## src/rtl/music_player.sv

```systemverilog
// ---------------------------------------------------------------------------
// music_player
//   Streams samples from an external sample ROM (one-cycle registered read)
//   to a codec at a fixed sample pace. A valid/ack handshake handles slow
//   consumers.
//
// Parameters
//   MEM_DEPTH : number of ROM words; the last address is MEM_DEPTH-1
//   DIV       : Clk cycles per sample period (DIV >= 4)
//
// Ports
//   Clk           : clock, rising edge
//   Reset_n       : synchronous active-low reset
//   play_req      : one-cycle start pulse (ignored while playing)
//   stop_req      : one-cycle abort pulse (beats play_req)
//   loop_en       : wrap to address 0 at end of memory instead of stopping
//   Add           : ROM address
//   music_content : ROM read data, valid one cycle after Add
//   vol           : (MUSIC_VOLUME_EN only) attenuation, sample >> vol
//   sample_out    : current sample to the codec
//   sample_valid  : sample_out holds an unconsumed sample
//   sample_ack    : codec consumed sample_out
//   playing       : high whenever the FSM is not IDLE
//   done          : one-cycle pulse at the natural end of playback
//
// Build option
//   MUSIC_VOLUME_EN : adds the vol input and the logical-shift attenuator
// ---------------------------------------------------------------------------
module music_player #(
  parameter int unsigned MEM_DEPTH = 80550,
  parameter int unsigned DIV       = 1134
) (
  input  logic        Clk,
  input  logic        Reset_n,
  input  logic        play_req,
  input  logic        stop_req,
  input  logic        loop_en,
  output logic [16:0] Add,
  input  logic [16:0] music_content,
`ifdef MUSIC_VOLUME_EN
  input  logic [2:0]  vol,
`endif
  output logic [16:0] sample_out,
  output logic        sample_valid,
  input  logic        sample_ack,
  output logic        playing,
  output logic        done
);

  localparam int          PW       = (DIV > 2) ? $clog2(DIV) : 1;
  localparam logic [PW-1:0] RELOAD = PW'(DIV - 1);
  localparam logic [16:0] LAST_ADD = 17'(MEM_DEPTH - 1);

  typedef enum logic [1:0] {
    IDLE,
    READ,
    LATCH,
    HOLD
  } state_t;

  state_t        state;
  logic [PW-1:0] pace;
  logic [16:0]   scaled;
  logic          acked;

`ifdef MUSIC_VOLUME_EN
  always_comb begin
    scaled = music_content >> vol;
  end
`else
  always_comb begin
    scaled = music_content;
  end
`endif

  // A sample counts as consumed if acked this cycle or already consumed.
  always_comb begin
    acked = sample_ack || !sample_valid;
  end

  always_ff @(posedge Clk) begin
    if (!Reset_n) begin
      state        <= IDLE;
      Add          <= '0;
      sample_out   <= '0;
      sample_valid <= 1'b0;
      done         <= 1'b0;
      pace         <= '0;
      playing      <= 1'b0;
    end else begin
      done <= 1'b0;

      // Pace counter runs through READ/LATCH/HOLD so the period is exactly
      // DIV cycles from one READ entry to the next; reloads below override.
      if (state != IDLE && pace != '0) begin
        pace <= pace - 1'b1;
      end

      if (sample_valid && sample_ack) begin
        sample_valid <= 1'b0;
      end

      if (stop_req) begin
        // Stop wins over play; in IDLE it is a no-op and blocks any start.
        if (state != IDLE) begin
          state        <= IDLE;
          playing      <= 1'b0;
          sample_valid <= 1'b0;
          Add          <= '0;
        end
      end else begin
        case (state)
          IDLE: begin
            if (play_req) begin
              Add     <= '0;
              pace    <= RELOAD;
              state   <= READ;
              playing <= 1'b1;
            end
          end

          // Covers the ROM read latency; Add is held.
          READ: begin
            state <= LATCH;
          end

          LATCH: begin
            sample_out   <= scaled;
            sample_valid <= 1'b1;
            state        <= HOLD;
          end

          HOLD: begin
            if (acked && pace == '0) begin
              sample_valid <= 1'b0;
              if (Add < LAST_ADD) begin
                Add   <= Add + 17'd1;
                pace  <= RELOAD;
                state <= READ;
              end else if (loop_en) begin
                Add   <= '0;
                pace  <= RELOAD;
                state <= READ;
              end else begin
                done    <= 1'b1;
                Add     <= '0;
                state   <= IDLE;
                playing <= 1'b0;
              end
            end
          end

          default: begin
            state   <= IDLE;
            playing <= 1'b0;
          end
        endcase
      end
    end
  end

endmodule

```

## config.mk

```make
export PLATFORM = sky130hd
export DESIGN_NAME = music_player
export DESIGN_NICKNAME = d
export VERILOG_FILES = /design/src/rtl/music_player.sv
export SDC_FILE = /design/constraint.sdc
export NUM_CORES = 1
export LEC_CHECK = 0
export BUFFER_PORTS_ARGS = -buffer_cell sky130_fd_sc_hd__buf_4
export CAP_MARGIN = 20
export CORE_MARGIN = 2
export CORE_UTILIZATION = 56
export DETAILED_ROUTE_END_ITERATION = 16
export PLACE_DENSITY_LB_ADDON = 0.2
export SLEW_MARGIN = 10
export SYNTH_ARGS = -nofsm -noshare
export SYNTH_HDL_FRONTEND = slang
export SYNTH_SLANG_ARGS = --single-unit
export TNS_END_PERCENT = 30
```

## constraint.sdc

```tcl
create_clock -name Clk -period 4.6 [get_ports Clk]
set_clock_uncertainty 0.2 [all_clocks]
set_input_delay 0.69 -clock Clk [delete_from_list [all_inputs] [get_ports Clk]]
set_output_delay 0.69 -clock Clk [all_outputs]
set_load 0.005 [all_outputs]
```

# --- Word level (Yosys, flattened, before mapping) ---
# Cells that the tools add are included.
# Widths: inputs -> output; s select.
classes:
  n_reduce_logical: 15
  mux: 33
  addsub: 2
  magnitude_cmp: 1
  bitwise: 4
  eq_ne: 8
ops:
  columns: ["operator", "count"]
  rows:
  - ["$mux 17", 5]
  - ["$mux 11", 6]
  - ["$pmux 17 s2", 1]
  - ["$pmux 11 s2", 1]
  - ["$add 17x1->17 const B", 1]
  - ["$lt 17x17->1 const B", 1]
  - ["$mux 1", 13]
  - ["$ne 3x3->1 const B", 4]
  - ["$logic_not 11->1", 1]
  - ["$reduce_bool 11->1", 1]
  - ["$sub 11x1->11 const B", 1]
  - ["$mux 2", 4]
  - ["$pmux 2 s4", 1]
  - ["$reduce_and 6->1", 1]
  - ["$reduce_or 5->1", 1]
  - ["$eq 2x2->1 const B", 2]
  - ["$not 1->1", 4]
  - ["$pmux 1 s2", 2]
  - ["$reduce_and 4->1", 1]
  - ["$logic_and 1x1->1", 3]
  - ["$reduce_and 3->1", 1]
  - ["$reduce_bool 3->1", 1]
  - ["$eq 2x1->1 const B", 1]
  - ["$logic_not 2->1", 1]
  - ["5 further kinds", 5]
totals:
  register_bits: 50
  input_bits: 23
  output_inout_bits: 37
  wordCells: 70

# --- Depth between registers and ports, before layout ---
# Gate-level depths: netlist (run 1).
depth:
  word_depth: 8
  mapped_depth: 9
  depth_no_buf: 8

# --- Least setup slack after synthesis (run 1) ---
# Ideal clock, no wire load.
synth_timing:
  kind: "register to register"
  start: "reg pace[0]"
  end: "reg Add[9]"
  stages_incl_launch_ff: 9
  path_buffers: 0
  setup_time_ns: 0.066
  period_less_slack_ns: 2.253
  required_ns: 4.334
  path_slack_ns: 2.347
  arrival_time_ns: 1.987
  cell_sequence: "dfxtp_1 inv_1 ha_1 nor3b_2 nand4_2 o21ai_4 nand3_4 or4_4 a21oi_2"
synth_between:
  elab_chain_cells: 4
synth_lines:
  columns: ["item", "line", "source"]
  rows:
  - ["from (decl)", "62", "logic [PW-1:0] pace;"]
  - ["from (signal assigned)", "96", "pace <= pace - 1'b1;"]
  - ["$logic_not 11->1", "134", "if (acked && pace == '0) begin"]
  - ["$logic_and 1x1->1", "134", null]
  - ["$ne 3x3->1 (no line)", null, null]
  - ["$reduce_and 4->1 (no line)", null, null]
  - ["to (signal assigned)", "137", "Add <= Add + 17'd1;"]
  - ["to (decl)", "38", "output logic [16:0] Add,"]
# Every way passes these cells.
# A chain may end at the register's enable or synchronous reset.

# --- Worst setup path in the final report (run 1) ---
layout_timing:
  start: "reg state[0]"
  end: "reg pace[5]"
layout_between:
  elab_chain_cells: 8
  elab_cells_between_ends: 11
  classes_between: "eq/ne: 1; mux: 7; reduce/logical: 3"
layout_lines:
  columns: ["item", "line", "source"]
  rows:
  - ["from (decl)", "61", "state_t state;"]
  - ["from (signal assigned)", "83", "state <= IDLE;"]
  - ["from (signal assigned)", "106", "state <= IDLE;"]
  - ["from (signal assigned)", "117", "state <= READ;"]
  - ["$reduce_bool 2->1", "95", "if (state != IDLE && pace != '0) begin"]
  - ["$logic_and 1x1->1", "95", null]
  - ["$mux 11", "95", null]
  - ["$mux 11", "140", "end else if (loop_en) begin"]
  - ["$mux 11", "136", "if (Add < LAST_ADD) begin"]
  - ["$mux 11", "134", null]
  - ["$pmux 11 s2", "112", "case (state)"]
  - ["$mux 11 (*)", "103", "if (stop_req) begin"]
# Mark *: on every way between the ends. The rest lies on a longest branch, timed or not.

==> impl_metrics.json, run 1 <==
{
  "outcome": "finished clean",
  "worstSkewPairLatency_ns": 0.30,
  "seqCellArea_sq_um": 1000,
  "die_area_sq_um": 5040,
  "critPathLaunchType": "flop",
  "hpwl_um": 4200,
  "drc": 0,
  "syn_avg_cell_area_sq_um": 8.19,
  "postCtsHoldBufs": 0,
  "die_h_um": 71.0,
  "worst_slack_ns": 1.90,
  "cp.arrival_ns": 2.75,
  "synthesis.area_sq_um": 2510,
  "rsz0062_at_grt": "false",
  "ir_drop_uv": 163,
  "final_common_cell": "buf_4",
  "htreeDepth": 2,
  "synthFlopType": "dfxtp_1",
  "multi_input_area_sq_um": 1430,
  "clock-sinks": 50,
  "antenna_found_initial": 0,
  "ys_ff_latch": 50,
  "wl_per_cell_um": 14.1,
  "place_ws_ns": 1.93,
  "layout_common_cells": "buf_4, dfxtp_1, nand2_1, nor2_1, a21oi_1",
  "area_delta_synth_final_pct": 22.7,
  "viasPerCell": 5.59,
  "nets": 393,
  "wirelength_um": 5860,
  "clockBufferDepth": 2,
  "fp-row-count": 24,
  "maxCapViolCount": 0,
  "power.density_nw_per_um2": 300,
  "crit_start": "state[0]",
  "yosysSeqAreaShare_pct": 39.8,
  "fillers": 387,
  "grt_overflow": 0,
  "synth_edf_count": 0,
  "vias": 2331,
  "diodes": 0,
  "path_class": "reg -> reg",
  "drt_pass1_iterations": 4,
  "finalMaxSlewViolations": 0,
  "ant_nets": 0,
  "start_util_pct": 58.1,
  "holdCritStartpoint": "sample_out[12]",
  "tns_ns": 0,
  "cp-end-kind": "flop",
  "ios": 60,
  "synth_cell_types": 49,
  "tritoncts": "built",
  "drtIter0Drc": 181,
  "required_ns": 4.65,
  "cts-resized-gates": 0,
  "die_width_um": 71.0,
  "setup_viol": 0,
  "grt_max_degree": 26,
  "drive_gt1_share_pct": 22.5,
  "final_hold_viol_count": 0,
  "post_cts_buffers": 0,
  "placement.io_buffers": 59,
  "worst_pin_slew_ns": 0.795,
  "grt_pass1_wl_um": 9910,
  "grt_use_total_pct": 24.1,
  "synth_warnings": 0,
  "fin_util_pct": 71.3,
  "syn_inst": 307,
  "leakage_nw": 1.22,
  "grt_pass1_vias": 2126,
  "reg2reg_from": "state[0]",
  "critical_path_peak_fanout": 16,
  "max-slew-margin-rel_pct": 47.0,
  "synth-async-reset-ratio_pct": 0,
  "syn-num-nets": 336,
  "fmax_mhz": 371,
  "coreArea_sq_um": 4320,
  "cts_root_buffer": "clkbuf_8",
  "numCtsBuffers": 5,
  "fin_crit_ns": 2.70,
  "fin_crit_sh_pct": 58.6,
  "worstHoldPathType": "reg -> reg",
  "gp_congestion": 0.876,
  "clkTransAtPathRegs_ns": 0.09
}
==> cells by family after synthesis <==
group	after synthesis	synth area share [%]
AOI/OAI and AO/OA	69	18.0
xor gates and xnor gates	21	7.32
adders and majority gates	6	2.99
buffers and inverters	21	3.24
DFF	50	39.8
muxes	2	0.846
and+or+nand+nor	138	27.8
==> per-stage QoR <==
step | hold slack (ns) | cell area, sq um | cells | power (mW)
5_1_grt | 0.272 | 3080 | 417 | 0.977
3_3_place_gp | 0.243 | 2980 | 408 | 0.664
3_5_place_dp | 0.247 | 2980 | 408 | 0.668
6_report | 0.257 | 3080 | 417 | 0.925
2_1_floorplan | 0.253 | 2510 | 307 | 0.616
4_1_cts | 0.259 | 3070 | 416 | 0.930
==> metal layers <==
metal  part of all wire (%)  up-vias  wire, um  track usage (%)
met5                      0        -         0                0
met4                   0.96        0        56             6.71
met3                    5.4        7       316             4.99
met2                     49       62      2850             38.4
met1                     45     1081      2640             33.4
li1                       -     1181         -                -
==> critical path: stages, from the launching register on <==
cell and delay [ns]:
dfxtp_1 0.38, inv_1 0.10, ha_1 0.38, a41oi_1 0.57, nand3_1 0.29, xnor2_1 0.30
a2bb2oi_1 0.21, o221a_2 0.20
==> layout make-up <==
cell class	count	area share [%]
repair buffers	60	14.7
inverters	11	1.34
clock inverters	1	0.162
clock buffers	7	2.80
multi-input cells	236	46.4
well taps	52	2.11
flip-flops and latches	50	32.5
==> state kept, by name, summed over array words and instances (netlist names) <==
register / flops
pace: 11
sample_valid: 1
playing: 1
Add: 17
done: 1
state: 2
sample_out: 17
==> power by group <==
group	switching, mW	total [mW]	internal, mW
clock	0.141	0.262	0.122
combinational	0.109	0.194	0.0850
sequential	0.0206	0.469	0.449
total	0.270	0.925	0.655
==> cells in the mapped netlist, types with 6 or more instances <==
master	count	area [sq um]
dfxtp_1	50	1000
nand2_1	49	184
nor2_1	35	131
a21oi_1	29	145
o21ai_0	13	65.1
nand3_1	12	60.1
xor2_1	12	105
inv_1	11	41.3
xnor2_1	9	78.8
clkbuf_1	8	30.0
nor3_1	8	40.0
ha_1	6	75.1
nand4_1	6	37.5
==> final timing paths <==
check | endpoint | slack (ns) | cells past startpoint
worst max-delay path | pace[5] | 1.90 | 7
worst min-delay path | sample_out[12] | 0.26 | 2
worst max register to register | pace[5] | 1.90 | 7
worst min register to register | sample_out[12] | 0.26 | 2
Power figures use the tool's default switching activity.
==> run 2: changes to the inputs <==
--- a/config.mk
+++ b/config.mk
@@ -8,7 +8,7 @@
 export BUFFER_PORTS_ARGS = -buffer_cell sky130_fd_sc_hd__buf_4
 export CAP_MARGIN = 20
 export CORE_MARGIN = 2
-export CORE_UTILIZATION = 56
+export CORE_UTILIZATION = 53
 export DETAILED_ROUTE_END_ITERATION = 16
 export PLACE_DENSITY_LB_ADDON = 0.2
 export SLEW_MARGIN = 10
==> constraint.sdc (replaced) <==
create_clock -name Clk -period 2.6 [get_ports Clk]
set_clock_uncertainty 0.2 [all_clocks]
set_input_delay 0.39 -clock Clk [delete_from_list [all_inputs] [get_ports Clk]]
set_output_delay 0.39 -clock Clk [all_outputs]
set_load 0.005 [all_outputs]
==> impl_metrics.json, run 2 (synthesis results as in run 1) <==
{
  "final_common_cell": "buf_4",
  "wirelength_um": 5860,
  "layout_common_cells": "buf_4, dfxtp_1, nand2_1, nor2_1, a21oi_1",
  "fin_crit_sh_pct": 93.2,
  "fin_crit_ns": 2.42,
  "tns_ns": 0,
  "ant_nets": 0,
  "cp_num_buf_inv": 1,
  "ios": 60,
  "setup_viol": 0,
  "cp.arrival_ns": 2.41,
  "fp-row-count": 25,
  "reg2reg_depth": 8,
  "numCtsBuffers": 5,
  "tritoncts": "built",
  "gp_congestion": 0.863,
  "ir_drop_uv": 303,
  "clock-sinks": 50,
  "path_delay_family": "simple AND/OR/NAND/NOR gates",
  "min_to": "sample_out[8]",
  "drt_pass1_iterations": 4,
  "post_cts_buffers": 0,
  "reg2reg_to": "pace[7]",
  "maxCapViolCount": 0,
  "htreeDepth": 2,
  "slowest_delay_ns": 0.38,
  "cts_root_buffer": "clkbuf_8",
  "whs_ns": 0.134,
  "dpl_cell_area_sq_um": 3060,
  "die_area_sq_um": 5310,
  "fmax_mhz": 413,
  "clkTransAtPathRegs_ns": 0.09,
  "fin_area_sq_um": 3160,
  "grt_use_total_pct": 22.6,
  "vias": 2384,
  "fillers": 407,
  "outcome": "finished clean",
  "worstSkewPairLatency_ns": 0.29,
  "diodes": 0,
  "slowest_stage": "nor3_2",
  "holdCritStartpoint": "music_content[8]",
  "viasPerCell": 5.58,
  "grt_max_degree": 22,
  "fin_util_pct": 67.9,
  "final_hold_viol_count": 0,
  "min_path_cells": 3,
  "grt_pass1_vias": 2206,
  "leakage_nw": 1.26,
  "coreArea_sq_um": 4660,
  "placement.io_buffers": 59,
  "cp-end-kind": "flop",
  "path_class": "reg -> reg",
  "grt_pass1_wl_um": 9680,
  "critical_path_peak_fanout": 5,
  "area_delta_synth_final_pct": 25.8,
  "drtIter0Drc": 118,
  "reg2reg_from": "pace[0]",
  "critPathLaunchType": "flop",
  "antenna_found_initial": 0,
  "max-slew-margin-rel_pct": 61.5,
  "worstHoldPathType": "in -> reg",
  "worst_pin_slew_ns": 0.576,
  "dp.cells": 420,
  "drive_gt1_share_pct": 24.7,
  "wl_per_cell_um": 13.7,
  "postCtsHoldBufs": 0,
  "die_width_um": 72.9,
  "ff2ff_setup_slack_ns": 0.18,
  "power.density_nw_per_um2": 513,
  "required_ns": 2.58,
  "clockBufferDepth": 2,
  "grt_overflow": 0,
  "final_cells": 427,
  "nets": 402,
  "start_util_pct": 53.9,
  "rsz0062_at_grt": "false",
  "hpwl_um": 4450,
  "die_h_um": 72.9,
  "finalMaxSlewViolations": 0,
  "largest_registers": "Add (17), sample_out (17), pace (11)",
  "drc": 0,
  "cp_cell_sequence": "inv_1 > ha_1 > nor3b_4 > nand4_2 > or2_2 > nor3_2 > a2bb2oi_4 > nor2_1"
}
[run 2: metrics by stage]
step / setup slack, ns / power (mW)
2_1_floorplan: 0.347 / 1.09
3_3_place_gp: 0.262 / 1.19
3_5_place_dp: 0.132 / 1.19
4_1_cts: 0.101 / 1.62
5_1_grt: 0.0187 / 1.71
6_report: 0.178 / 1.62
[run 2: worst register-to-register path: cells and delay by family (launching register included)]
kind                     cells  cell delay [ns]
adder cells (fa/ha/maj)      1             0.18
flip-flops                   1             0.33
buffers and inverters        1             0.09
AO/OA/AOI/OAI                1             0.24
AND/OR/NAND/NOR              5             1.29
[run 2: worst max path at each step]
| stage | from | end | slack (ns) | cells past startpoint |
|---|---|---|---|---|
| after global placement | pace[0] | pace[9] | 0.26 | 8 |
| after detailed placement | pace[0] | pace[7] | 0.13 | 8 |
| after CTS | pace[0] | pace[7] | 0.10 | 8 |
| after global routing | pace[0] | pace[7] | 0.02 | 8 |
| after floorplan | pace[0] | Add[9] | 0.35 | 8 |
| final | pace[0] | pace[7] | 0.18 | 8 |
[run 2: final cells by class]
| class | instances | area, sq um | share of cell area [%] |
|---|---|---|---|
| multi-input combinational | 236 | 1450 | 45.9 |
| inverter | 11 | 41.3 | 1.31 |
| sequential | 50 | 1000 | 31.6 |
| timing repair buffer | 69 | 518 | 16.4 |
| clock inverter | 2 | 15.0 | 0.475 |
| clock buffer | 5 | 68.8 | 2.18 |
| tap | 54 | 67.6 | 2.14 |
[run 2: what timing repair did]
action                                 in CTS  in global routing
setup endpoints to repair                   0                  6
gates resized for setup                     0                  3
endpoints found under the hold margin       0                  0
[run 2: metal layers]
layer  global-route usage [%]  up-vias  routed length, um
li1                         -     1207                  -
met1                     29.8     1100               2700
met2                     37.4       73               2850
met3                     4.70        4                274
met4                     6.58        0                 40
met5                        0        -                  0
[run 2: where the power goes]
part | total [mW] | switching [mW] | internal [mW] | leakage (nW)
clock | 0.428 | 0.244 | 0.184 | 0.0362
combinational | 0.362 | 0.191 | 0.171 | 0.817
sequential | 0.832 | 0.0386 | 0.794 | 0.405
